$ cat config.mk
export PLATFORM = sky130hd
export DESIGN_NAME = scan_session_scheduler
export DESIGN_NICKNAME = d
export VERILOG_FILES = /design/src/rtl/scan_session_scheduler.sv
export SDC_FILE = /design/constraint.sdc
export NUM_CORES = 1
export LEC_CHECK = 0
export CAP_MARGIN = 20
export CORE_MARGIN = 2
export CORE_UTILIZATION = 51
export DETAILED_ROUTE_END_ITERATION = 16
export PLACE_DENSITY = 0.81
export SLEW_MARGIN = 10
export SYNTH_ARGS = -nofsm -noshare
export SYNTH_HDL_FRONTEND = slang
export SYNTH_SLANG_ARGS = --single-unit
$ cat constraint.sdc
create_clock -name clk -period 4 [get_ports clk]
set_clock_uncertainty 0.15 [all_clocks]
set_input_delay 0.8 -clock clk [delete_from_list [all_inputs] [get_ports clk]]
set_output_delay 0.8 -clock clk [all_outputs]
set_load 0.005 [all_outputs]
$ cat src/rtl/scan_session_scheduler.sv
// Logic-BIST session sequencer: walks the shared LFSR/MISR across each scan chain per pattern,
// captures, unloads the final responses and compares the MISR against a golden signature.
module scan_session_scheduler #(
  parameter int unsigned NUM_CHAINS = 4,
  parameter int unsigned LEN_W      = 9,
  parameter int unsigned PAT_W      = 12,
  parameter int unsigned SIG_W      = 16,
  localparam int unsigned CW        = $clog2(NUM_CHAINS)
) (
  input  logic                        clk,
  input  logic                        rst,
  input  logic                        start,
  input  logic                        abort,
  input  logic [NUM_CHAINS*LEN_W-1:0] chain_len,
  input  logic [PAT_W-1:0]            num_patterns,
  input  logic [SIG_W-1:0]            golden_sig,
  input  logic [SIG_W-1:0]            misr_sig,
  output logic                        bist_init,
  output logic                        lfsr_en,
  output logic                        misr_en,
  output logic [CW-1:0]               chain_sel,
  output logic [NUM_CHAINS-1:0]       chain_se,
  output logic                        capture,
  output logic [PAT_W-1:0]            pat_cnt,
  output logic                        busy,
  output logic                        done,
  output logic                        pass
);

  typedef enum logic [2:0] {
    StIdle,
    StInit,
    StShift,
    StCapture,
    StUnload,
    StCompare
  } state_e;

  localparam logic [CW-1:0] LastChain = CW'(NUM_CHAINS - 1);

  state_e                      state_q, state_d;
  logic [CW-1:0]               chain_q, chain_d;
  logic [LEN_W-1:0]            bit_q, bit_d;
  logic [PAT_W-1:0]            pat_cnt_q, pat_cnt_d;
  logic [NUM_CHAINS*LEN_W-1:0] len_q, len_d;
  logic [PAT_W-1:0]            npat_q, npat_d;
  logic [SIG_W-1:0]            golden_q, golden_d;
  logic                        done_q, done_d;
  logic                        pass_q, pass_d;
  logic [LEN_W-1:0]            cur_len;

  always_comb begin
    cur_len = '0;
    for (int unsigned c = 0; c < NUM_CHAINS; c++) begin
      if (chain_q == CW'(c)) cur_len = len_q[c*LEN_W +: LEN_W];
    end
  end

  always_comb begin
    state_d   = state_q;
    chain_d   = chain_q;
    bit_d     = bit_q;
    pat_cnt_d = pat_cnt_q;
    len_d     = len_q;
    npat_d    = npat_q;
    golden_d  = golden_q;
    done_d    = done_q;
    pass_d    = pass_q;

    if (abort && (state_q != StIdle)) begin
      // Abort wins over everything except rst; pat_cnt is left as-is for debug.
      state_d = StIdle;
      chain_d = '0;
      bit_d   = '0;
      done_d  = 1'b0;
      pass_d  = 1'b0;
    end else begin
      unique case (state_q)
        StIdle: begin
          if (start && (num_patterns != '0)) begin
            state_d   = StInit;
            len_d     = chain_len;
            npat_d    = num_patterns;
            golden_d  = golden_sig;
            done_d    = 1'b0;
            pass_d    = 1'b0;
            pat_cnt_d = '0;
          end
        end
        StInit: begin
          state_d = StShift;
          chain_d = '0;
          bit_d   = '0;
        end
        StShift, StUnload: begin
          // Zero-length chains still burn one skip cycle so S counts max(len,1).
          if ((cur_len == '0) || (bit_q == cur_len - LEN_W'(1))) begin
            bit_d = '0;
            if (chain_q == LastChain) begin
              chain_d = '0;
              state_d = (state_q == StShift) ? StCapture : StCompare;
            end else begin
              chain_d = chain_q + CW'(1);
            end
          end else begin
            bit_d = bit_q + LEN_W'(1);
          end
        end
        StCapture: begin
          pat_cnt_d = pat_cnt_q + PAT_W'(1);
          chain_d   = '0;
          bit_d     = '0;
          state_d   = (pat_cnt_d < npat_q) ? StShift : StUnload;
        end
        StCompare: begin
          pass_d  = (misr_sig == golden_q);
          done_d  = 1'b1;
          state_d = StIdle;
        end
        default: state_d = StIdle;
      endcase
    end
  end

  always_ff @(posedge clk) begin
    if (rst) begin
      state_q   <= StIdle;
      chain_q   <= '0;
      bit_q     <= '0;
      pat_cnt_q <= '0;
      len_q     <= '0;
      npat_q    <= '0;
      golden_q  <= '0;
      done_q    <= 1'b0;
      pass_q    <= 1'b0;
    end else begin
      state_q   <= state_d;
      chain_q   <= chain_d;
      bit_q     <= bit_d;
      pat_cnt_q <= pat_cnt_d;
      len_q     <= len_d;
      npat_q    <= npat_d;
      golden_q  <= golden_d;
      done_q    <= done_d;
      pass_q    <= pass_d;
    end
  end

  // Outputs decode registered state only.
  always_comb begin
    bist_init = 1'b0;
    lfsr_en   = 1'b0;
    misr_en   = 1'b0;
    chain_sel = '0;
    chain_se  = '0;
    capture   = 1'b0;
    unique case (state_q)
      StInit:    bist_init = 1'b1;
      StShift: begin
        chain_sel = chain_q;
        if (cur_len != '0) begin
          chain_se = {{(NUM_CHAINS-1){1'b0}}, 1'b1} << chain_q;
          lfsr_en  = 1'b1;
          // First pattern has no prior responses worth compacting.
          misr_en  = (pat_cnt_q != '0);
        end
      end
      StUnload: begin
        chain_sel = chain_q;
        if (cur_len != '0) begin
          chain_se = {{(NUM_CHAINS-1){1'b0}}, 1'b1} << chain_q;
          misr_en  = 1'b1;
        end
      end
      StCapture: capture = 1'b1;
      default: ;
    endcase
  end

  assign pat_cnt = pat_cnt_q;
  assign busy    = (state_q != StIdle);
  assign done    = done_q;
  assign pass    = pass_q;

endmodule
==> flow_summary.json, run 1 <==
{
  "status": "finished clean",
  "hp-class": "reg2reg",
  "routabilityCongestion": 0.9129,
  "min_period_over_period": 0.9764,
  "required_ps": 3050,
  "clk_pin_slew_worst_paths_ps": 90,
  "syn_avg_cell_area_um2": 7.813,
  "synthFlopType": "dfxtp_1",
  "r2r_end": "chain_q[1]$_SDFFE_PP0P_",
  "num_io_pins": 109,
  "fin_nets": 842,
  "rrSetupSlack_ps": 460,
  "critPathMaxFanout": 9,
  "internal_power_uw": 1899,
  "final_antenna_net_count": 0,
  "worstSkewPairLatency_ps": 360,
  "htreeDepth": 3,
  "fp-row-count": 35,
  "routed_via_density": 5.544,
  "grt_max_degree": 71,
  "crit_chain": "inv_4 > ha_4 > buf_6 > nand3b_1 > a211o_2 > o2111a_1 > and4_4 > nor3_4 > and2_4 > clkdlybuf4s50_1",
  "yosysUniqueCellTypes": 67,
  "clockBufferDepth": 2,
  "utilization": 0.7007,
  "worstHoldEndpoint": "len_q[31]$_SDFFE_PP0P_",
  "synthCells": 631,
  "gr-total-overflow": 0,
  "cts_tree": "done",
  "fmax_mhz": 256.0,
  "p_seq_frac": 0.390,
  "dr.first_iter.drc_count": 258,
  "grtUsageTotal": 0.2563,
  "antenna_found_initial": 0,
  "first_pass_iters": 5,
  "grt_pass1_vias": 4348,
  "vias": 4834,
  "synth_warnings": 0,
  "grt_pass1_wl_mm": 21.08,
  "synth_fp_nets": 734,
  "async_flop_share": 0,
  "ys_seq_area_frac": 0.3736,
  "tightest_slew_ps": 713.2,
  "dp_hpwl_mm": 9.849,
  "wire_per_inst_um": 15.40,
  "synth_area_leaders": "dfxtp_1, nand2_1, a21oi_1",
  "root_buffer": "clkbuf_8",
  "synth_top_area_cell": "dfxtp_1",
  "stdcell_area_um2": 6536,
  "synthesis.area_um2": 4930,
  "cts_sinks": 92,
  "start_util": 0.5285,
  "clkPwrFrac": 0.203,
  "leakage_uw": 0.002499,
  "layout-drive-gt1-share": 0.1023,
  "n_antenna_cell": 0,
  "period_minus_slack_ps": 3906,
  "drc": 0,
  "slowest_stage": "clkdlybuf4s50_1",
  "holdCritStartpoint": "len_q[31]$_SDFFE_PP0P_",
  "die-area_um2": 10470,
  "max_cap_violations": 0,
  "r2r_start": "chain_q[1]$_SDFFE_PP0P_",
  "synth_edf_count": 0,
  "startpoint_type": "register",
  "drt_wl_total_mm": 13.43,
  "setup_violations": 0,
  "p_sw_uw": 1166,
  "crit_path_end_kind": "output port",
  "min_path_cells": 2,
  "crit_type": "reg2out",
  "die_w_um": 102.3,
  "numPortBuffers": 108,
  "slew_viol_final": 0,
  "ys_ff_latch": 92,
  "netSwitchingFraction": 0.3805,
  "slowest_delay_ps": 490,
  "r2r_cells": 13,
  "cts_buffers": 9,
  "slew_headroom": 0.5245,
  "ir_worst_vdd_uv": 264.9,
  "p_comb_frac": 0.407,
  "dieHeight_um": 102.3,
  "dpl_cell_area_um2": 6105,
  "syn_to_final_growth_pct": 32.59,
  "core_um2": 9328,
  "power_density_nw_per_um2": 468.9,
  "hold_viol": 0,
  "post-synth-top-area-fraction": 0.3736,
  "worstPathArrival_ps": 2960
}
[synthesized netlist by cell type (4+ instances only)]
library cell,n
and2_1,7
xnor2_1,13
a21o_1,5
ha_1,19
nand3b_1,4
o211ai_1,4
nand2b_1,6
nor3b_1,8
nand2_1,158
and3_1,10
a21oi_1,80
dfxtp_1,92
a211oi_1,6
nor2_1,20
clkbuf_1,27
nand3_1,13
xor2_1,22
o21ai_0,19
nor4_1,8
nor3_1,10
nor2b_1,9
o211a_1,4
nand4_1,5
inv_1,20
[flip-flops by register name, indices dropped and copies added (netlist names)]
register	count
len_q	36
golden_q	16
npat_q	12
pat_cnt	12
bit_q	9
state_q	3
chain_q	2
done	1
pass	1
[through the flow]
stage	power (uW)	worst slack, ps	hold slack [ps]	TNS (ps)	std cells
floorplan	1970	577.2	281.2	0	631
global placement	2311	139.7	292.8	0	844
detailed placement	2334	80.87	296.6	0	844
CTS	2988	8.604	309.5	0	861
global route	3255	-56.82	327.2	-139.4	872
finish	3065	94.36	307.9	0	872
[how the worst max path moves through the flow]
stage / slack [ps] / depth (start not counted) / end / from
2_1_floorplan: 580 / 12 / chain_se[0] / chain_q[1]$_SDFFE_PP0P_
3_3_place_gp: 140 / 11 / chain_se[3] / chain_q[1]$_SDFFE_PP0P_
3_5_place_dp: 80 / 12 / chain_se[3] / chain_q[0]$_SDFFE_PP0P_
4_1_cts: 9 / 9 / chain_se[2] / chain_q[0]$_SDFFE_PP0P_
5_1_grt: -60 / 11 / chain_se[3] / chain_q[0]$_SDFFE_PP0P_
6_report: 90 / 10 / chain_se[3] / chain_q[1]$_SDFFE_PP0P_
[power by group through the flow]
stage | registers (uW) | logic, uW | clock network (uW)
2_1_floorplan | 1140 | 826 | 0
3_3_place_gp | 1200 | 1110 | 0
3_5_place_dp | 1200 | 1130 | 0
4_1_cts | 1190 | 1170 | 627
5_1_grt | 1210 | 1380 | 665
6_report | 1200 | 1250 | 621
[repair_timing]
action	in CTS	in global routing
pin swaps	2	10
setup buffers	2	11
hold buffers	0	0
gates resized for setup	19	13
setup endpoints to repair	6	6
[cell usage in the layout, fill, tap and decap left out, drive strengths merged, types with 8 or more instances in the layout]
cell type,count
a211oi,8
a21oi,81
and3,10
buf,24
clkbuf,10
clkdlybuf4s50,107
dfxtp,92
ha,19
inv,23
nand2,158
nand3,13
nor2,22
nor2b,9
nor3,11
nor3b,8
nor4,8
o21ai,20
xnor2,13
xor2,22
[worst max-delay path, delay by kind of cell, from the launching register on]
family | cells | cell delay, ps
compound gates | 2 | 520
fa+ha+maj | 1 | 200
buf+inv | 3 | 700
flops | 1 | 400
simple gates | 4 | 790
[per-layer routing]
metal,global-route usage,wire (um),up-vias
li1,-,-,2400
met1,0.3528,6319,2275
met2,0.4114,6296,138
met3,0.03215,510,21
met4,0.09846,299,0
met5,0,0,-
[logic make-up after synthesis]
group	synth area share
AND/OR/NAND/NOR	0.2561
XOR/XNOR	0.06218
adder cells (fa/ha/maj)	0.04822
AO/OA/AOI/OAI	0.2104
buffers and inverters	0.04721
flip-flops	0.3736
multiplexers	0.002284
[layout make-up]
| class | instances | area, um2 |
|---|---|---|
| clock buffer | 10 | 127.6 |
| clock inverter | 5 | 61.31 |
| fill | 778 | 2791 |
| inverter | 22 | 90.09 |
| multi-input combinational | 483 | 2978 |
| sequential | 92 | 1849 |
| tap | 129 | 161.4 |
| timing repair buffer | 131 | 1269 |
(Power assumes the default switching activity.)
==> run 2: changes to the inputs <==
--- a/config.mk
+++ b/config.mk
@@ -5,7 +5,6 @@
 export SDC_FILE = /design/constraint.sdc
 export NUM_CORES = 1
 export LEC_CHECK = 0
-export CAP_MARGIN = 20
 export CORE_MARGIN = 2
 export CORE_UTILIZATION = 51
 export DETAILED_ROUTE_END_ITERATION = 16
==> results of run 2 <==
No change in the layout: final DEF, timing and power equal those of run 1.
==> run 3: changes to the inputs <==
--- a/config.mk
+++ b/config.mk
@@ -5,10 +5,10 @@
 export SDC_FILE = /design/constraint.sdc
 export NUM_CORES = 1
 export LEC_CHECK = 0
+export CORE_ASPECT_RATIO = 0.7
 export CORE_MARGIN = 2
-export CORE_UTILIZATION = 51
+export CORE_UTILIZATION = 36
 export DETAILED_ROUTE_END_ITERATION = 16
-export PLACE_DENSITY = 0.81
 export SLEW_MARGIN = 10
 export SYNTH_ARGS = -nofsm -noshare
 export SYNTH_HDL_FRONTEND = slang
==> run 3 against run 2 <==
- flip-flop and latch count is the same
- largest power group unchanged
- design area rose by 2.3%
- register-to-register slack got worse by 70 ps
- via count fell by 1.0%
- combinational power barely moved
- sequential share of layout area is 0.65 points lower
- first-iteration DRC count is 9.3% higher
- maximum frequency increased by 0.36%
- cell count up 6.1%
- largest cell class unchanged
==> flow_summary.json, run 3 (synthesis gave the netlist of run 1 again) <==
{
  "crit_path_end_kind": "output port",
  "largest_reg_flops": 36,
  "startpoint_type": "register",
  "die_w_um": 143.9,
  "clk_pin_slew_worst_paths_ps": 70,
  "hp-class": "reg2reg",
  "cts_sinks": 92,
  "dp_hpwl_mm": 10.74,
  "slew_viol_final": 0,
  "grtUsageTotal": 0.2033,
  "n_antenna_cell": 0,
  "cp_top_family": "buffers and inverters",
  "fillers": 1300,
  "max_cap_violations": 0,
  "htreeDepth": 3,
  "cpMostUsedCell": "inv_2",
  "tightest_slew_ps": 703.8,
  "die-area_um2": 14660,
  "routabilityCongestion": 0.8838,
  "grt_pass1_vias": 4412,
  "vias": 4784,
  "slew_headroom": 0.5234,
  "hold_viol": 0,
  "fmax_mhz": 256.9,
  "dieHeight_um": 101.9,
  "drt_wl_total_mm": 14.46,
  "antenna_found_initial": 0,
  "crit_chain": "inv_2 > ha_4 > inv_2 > buf_4 > o311ai_1 > and4_4 > nor3_4 > and2_1 > clkdlybuf4s50_1",
  "fin_nets": 838,
  "utilization": 0.5041,
  "fp-row-count": 35,
  "dpl.cell_count": 904,
  "slowest_stage": "o311ai_1",
  "cts_buffers": 9,
  "routed_via_density": 5.172,
  "dr.first_iter.drc_count": 282,
  "worstPathArrival_ps": 2940,
  "cp-endpoint": "chain_se[1]",
  "reg_top3": "len_q: 36 flops, golden_q: 16 flops",
  "power_density_nw_per_um2": 504.3,
  "drc": 0,
  "fin_cells": 925,
  "grt_pass1_wl_mm": 23.38,
  "period_minus_slack_ps": 3892,
  "cts_tree": "done",
  "r2r_start": "chain_q[1]$_SDFFE_PP0P_",
  "critPathMaxFanout": 7,
  "gr-total-overflow": 0,
  "rrSetupSlack_ps": 390,
  "r2r_cells": 13,
  "dpl_cell_area_um2": 6217,
  "path_buf_inv": 4,
  "wire_per_inst_um": 15.64,
  "slowest_delay_ps": 600,
  "grt_max_degree": 71,
  "root_buffer": "clkbuf_16",
  "setup_violations": 0,
  "holdWs_ps": 305.2,
  "status": "finished clean",
  "core_um2": 13270,
  "num_io_pins": 109,
  "worstSkewPairLatency_ps": 340,
  "syn_to_final_growth_pct": 35.69,
  "numPortBuffers": 108,
  "min_period_over_period": 0.9730,
  "worstSetupStartpoint": "chain_q[0]$_SDFFE_PP0P_",
  "final_antenna_net_count": 0,
  "leakage_uw": 0.002594,
  "cp.depth": 9,
  "ir_worst_vdd_uv": 213.9,
  "largest_register": "len_q",
  "crit_type": "reg2out",
  "first_pass_iters": 5,
  "start_util": 0.3715,
  "rsz0062_at_grt": "false",
  "r2r_end": "chain_q[1]$_SDFFE_PP0P_",
  "required_ps": 3050,
  "mostFrequentLayoutCells": "nand2_1, clkdlybuf4s50_1, dfxtp_1",
  "clockBufferDepth": 2,
  "layout-drive-gt1-share": 0.1000,
  "stdcell_area_um2": 6689,
  "mostFrequentLayoutCell": "nand2_1",
  "cts_hold_buf": 0
}
run 3: stage by stage:
stage,setup TNS [ps],total power (uW),worst slack (ps)
after global routing,0,3596,2.732
after CTS,0,3341,10.33
after global placement,0,2370,62.14
after floorplan,0,1970,577.2
final,0,3373,108.2
after detailed placement,-78.02,2394,-28.10
run 3: what timing repair did:
item	4_1_cts	5_1_grt
cloned	0	0
pin swaps	1	5
setup endpoints to repair	6	4
buffers inserted	1	4
resized for setup	20	13
run 3: power breakdown:
group	switching, uW	internal [uW]	total (uW)
Sequential	138	1060	1200
Combinational	709	563	1270
Clock	391	509	900
Total	1240	2140	3370
run 3: final cells by class:
class | instances | area [um2] | share of cell area
multi-input cells | 483 | 2975 | 0.4448
flip-flops and latches | 92 | 1849 | 0.2765
repair buffers | 127 | 1237 | 0.1850
clock buffers | 10 | 239.0 | 0.03573
well taps | 185 | 231.5 | 0.03461
inverters | 22 | 85.08 | 0.01272
clock inverters | 6 | 71.32 | 0.01066
run 3: worst min path at each step:
stage	start	endpoint	slack, ps	depth (start not counted)
3_5_place_dp	npat_q[1]$_SDFFE_PP0P_	npat_q[1]$_SDFFE_PP0P_	300	2
5_1_grt	npat_q[3]$_SDFFE_PP0P_	npat_q[3]$_SDFFE_PP0P_	320	2
3_3_place_gp	done$_SDFFE_PP0P_	done$_SDFFE_PP0P_	290	2
6_report	npat_q[1]$_SDFFE_PP0P_	npat_q[1]$_SDFFE_PP0P_	310	2
4_1_cts	npat_q[1]$_SDFFE_PP0P_	npat_q[1]$_SDFFE_PP0P_	310	2
2_1_floorplan	len_q[27]$_SDFFE_PP0P_	len_q[27]$_SDFFE_PP0P_	280	2
run 3: worst min-delay path, delay by kind of cell (launching register included):
kind               cells  cell delay [ps]
AOI/OAI and AO/OA      1               50
DFF                    1              310
and+or+nand+nor        1               50
run 3: layer usage:
layer / up-vias / routed length [um] / global-route usage
met1: 2238 / 7880 / 0.3251
met5: - / 0 / 0
met4: 0 / 98 / 0.03922
li1: 2395 / - / -
met3: 10 / 796 / 0.04077
met2: 141 / 5689 / 0.2777
==> variant 1: new RTL, settings of run 2 <==
Put one more register stage on the output `pat_cnt`, cleared by the reset. The value now appears one clock later. The other outputs are not delayed to match.
--- a/src/rtl/scan_session_scheduler.sv
+++ b/src/rtl/scan_session_scheduler.sv
@@ -177,7 +177,13 @@
     endcase
   end
 
-  assign pat_cnt = pat_cnt_q;
+  always_ff @(posedge clk) begin
+    if (rst) begin
+      pat_cnt <= '0;
+    end else begin
+      pat_cnt <= pat_cnt_q;
+    end
+  end
   assign busy    = (state_q != StIdle);
   assign done    = done_q;
   assign pass    = pass_q;
Behaviour: not the same (a bounded check fails within 10 cycles, from zero or initial values and one cycle with rst high).
==> variant 1 against run 2 <==
Power is 4.2% lower; area after synthesis is 6.5% higher; wire length is 9.2% higher; synthesized cell count is 5.2% higher; sequential power hardly changed; count of clock-buffer cells in the layout is 1 lower; setup slack worse by 0.071 ns; sequential share of layout area is 1.6 points higher; largest cell class unchanged; sequential cell count is 12 higher; final area is 7.1% higher; highest routed layer unchanged.
==> variant 1: results <==
[routing]
first_iter_violations = 270
highest_layer = "met4"
dr_wl_met2_um = 7230
routed_wl_um = 14700
wire_per_inst_um = 16.0
vias = 5139
drt-met1-wl_um = 6040
wl_met3_um = 958

[clocking]
clkSlewWorstSetupHoldPaths_ns = 0.10
cts-buffers-inserted = 9
htreeDepth = 3
cts_buffer_depth = 2

[worst_setup_path]
ff2ff_path_depth = 15
setup.worst_path.end = "chain_se[0]"
rrSetupSlack_ns = 0.32
arrival_ns = 3.03
crit_fanout = 6
worstReg2RegEnd = "state_q[0]"
startpoint = "chain_q[0]"

[placement]
gp_congestion = 0.885
dp_cells = 889
pre_cts_ws_ns = -0.0609
portBuffers = 108
placement.cell_area_um2 = 6520
dpl.hpwl_um = 10000

[yosys]
synth.avg_cell_area_um2 = 7.91
synth-main-ff-cell = "dfxtp_1"
synthesis.nets = 767
synth_common_cells = "nand2_1 (148), dfxtp_1 (104), a21oi_1 (83), clkbuf_1 (30), nor2_1 (29)"
ys_seq_area_share_pct = 39.6
synth_cell_type_count = 56
synth_area_leaders = "dfxtp_1 (40%), nand2_1 (11%), a21oi_1 (7.9%)"

[layout]
final_nets = 879
final_layout_size_suffix_gt1_share_pct = 11.5
n_fill_cell = 781
diodes = 0
reg_top3 = "len_q (36), golden_q (16)"

[global_routing]
grt_pass1_wl_um = 23100
grt_pass1_vias = 4815
gr-usage-met1_pct = 32.2
use_met3_pct = 6.00
gr-usage-met2_pct = 41.8
grt.total_usage_pct = 25.6
grt_max_degree = 78

[power]
p_leak_nw = 2.73
vdd_ir_drop_max_v = 0.000213

[timing]
slew_headroom_pct = 25.1
hold_slack_ns = 0.310
fin_setup_tns_ns = 0
min_period_ns = 3.98

[status]
status = "completed"

[worst_hold_path]
min_from = "npat_q[8]"
holdPathEnd = "npat_q[8]"
## variant 1: cell types whose count changed in the layout (fill, tap and decap cells not counted), moves of 6 or more
cell | run 2 | this run
o21ai_0 | 19 | 6
dfxtp_1 | 90 | 102
nand2_1 | 158 | 147
nor2_1 | 18 | 29
a22o_1 | 2 | 12
buf_4 | 20 | 30
inv_1 | 18 | 26
nor2b_1 | 8 | 16
a2111oi_0 | 0 | 6
clkdlybuf4s50_1 | 107 | 101
nand2b_1 | 5 | 11
## variant 1: repair_timing
action,in CTS,in global routing
hold buffers,0,0
resized for setup,38,14
buffers inserted,7,5
endpoints found under the setup margin,6,6
pin swaps,6,9
## variant 1: power by group
part	internal [mW]	switching, mW	total [mW]
Sequential	1.12	0.0819	1.20
Combinational	0.478	0.552	1.03
Clock	0.305	0.396	0.702
Total	1.91	1.03	2.94
## variant 1: logic make-up after synthesis
logic type      after synthesis  share of synthesized area [%]
compound gates              159                           19.9
fa+ha+maj                    19                           4.53
simple gates                276                           24.8
xor+xnor                     35                           5.84
flops                       104                           39.6
buf+inv                      71                           5.36
## variant 1: final cells by class
type,count,area (um2),share of cell area [%]
clock buffers,9,124,1.77
clock inverters,7,88.8,1.27
inverters,30,118,1.68
multi-input cells,489,3070,43.8
flip-flops and latches,104,2090,29.8
well taps,136,170,2.43
repair buffers,142,1340,19.2
## variant 1: worst max-delay path: stages, from the launching register on
cell and delay [ns]:
dfxtp_4 0.42, inv_4 0.05, ha_4 0.19, buf_4 0.16, a211oi_4 0.24, a211oi_2 0.13, inv_1 0.11, ha_4 0.14
nand2_2 0.05, or4_4 0.55, o21ai_4 0.15, a21o_4 0.16, nor2_1 0.05, dlygate4sd2_1 0.25
==> variant 2: new RTL, settings of run 2 <==
Without the edit above. Set the parameter `SIG_W` to 14 (it was 16).
--- a/src/rtl/scan_session_scheduler.sv
+++ b/src/rtl/scan_session_scheduler.sv
@@ -4,7 +4,7 @@
   parameter int unsigned NUM_CHAINS = 4,
   parameter int unsigned LEN_W      = 9,
   parameter int unsigned PAT_W      = 12,
-  parameter int unsigned SIG_W      = 16,
+  parameter int unsigned SIG_W      = 14,
   localparam int unsigned CW        = $clog2(NUM_CHAINS)
 ) (
   input  logic                        clk,
Interface: changed (resized golden_sig and misr_sig); port bits go from 109 to 105. The function was not compared with the original's and may differ.
==> variant 2 against run 2 <==
Wire length down 5.7%; hold slack better by 0.0011 ns; cell count up 0.11%; via count down 2.8%; setup slack worse by 0.0047 ns; first-iteration DRC count down 7.8%; final area down 1.4%; sequential cell count down 2; area after synthesis up 1.5%; largest cell class unchanged; highest routed layer unchanged.
Power is not compared: it rests on default switching activity, and its combinational part moved more than twofold at a synthesized area within 25%.
==> variant 2: results <==
[yosys]
synth-adder-area-share_pct = 4.75
muxShareOfSynthArea_pct = 0.625
synth_cell_type_count = 64
synthesis.nets = 743
synthXorXnorAreaFrac_pct = 6.63
synth_area_leaders = "dfxtp_1 (36%), nand2_1 (12%), a21oi_1 (8.2%)"
synth_common_cells = "nand2_1 (159), dfxtp_1 (90), a21oi_1 (82), nor2_1 (30), clkbuf_1 (29)"

[layout]
final_nets = 835
finalNonFillerCells = 873
n_fill_cell = 857
final_layout_size_suffix_gt1_share_pct = 9.46

[global_routing]
grt.total_usage_pct = 24.3
grt_pass1_vias = 4399
gr-usage-met1_pct = 33.8

[placement]
gp_congestion = 0.977
dp_cells = 855
dpl.hpwl_um = 9300

[routing]
drt-met1-wl_um = 5990
routed_wl_um = 12700
wl_met3_um = 662

[worst_setup_path]
crit_fanout = 8
rrSetupSlack_ns = 0.39
slowest_delay_ns = 0.57
setup.worst_path.end = "misr_en"

[timing]
hold_slack_ns = 0.309
slew_headroom_pct = 48.1

[worst_hold_path]
min_from = "npat_q[2]"

[status]
status = "completed"
[variant 2: power by group]
part | internal [mW] | leakage (nW) | switching (mW) | total [mW]
clock network | 0.227 | 0.0790 | 0.336 | 0.563
logic | 0.256 | 1.69 | 0.277 | 0.533
registers | 0.951 | 0.737 | 0.0423 | 0.993
[variant 2: per-stage QoR]
stage                     setup WS (ns)  utilization (%)
after CTS                       0.00642             66.4
after global placement            0.119             63.7
after global routing            0.00426             66.8
after detailed placement        -0.0186             63.7
after floorplan                   0.479                -
final                            0.0896             66.8
[variant 2: repair_timing]
action,CTS,global route
setup buffers,2,1
endpoints found under the setup margin,6,6
resized for setup,18,11
pin swaps,2,7
[variant 2: layout make-up]
| type | count | share of cell area [%] |
|---|---|---|
| inverter | 22 | 1.28 |
| clock buffer | 10 | 1.98 |
| timing repair buffer | 120 | 18.3 |
| multi-input combinational | 493 | 47.1 |
| sequential | 90 | 28.1 |
| tap | 133 | 2.58 |
| clock inverter | 5 | 0.641 |
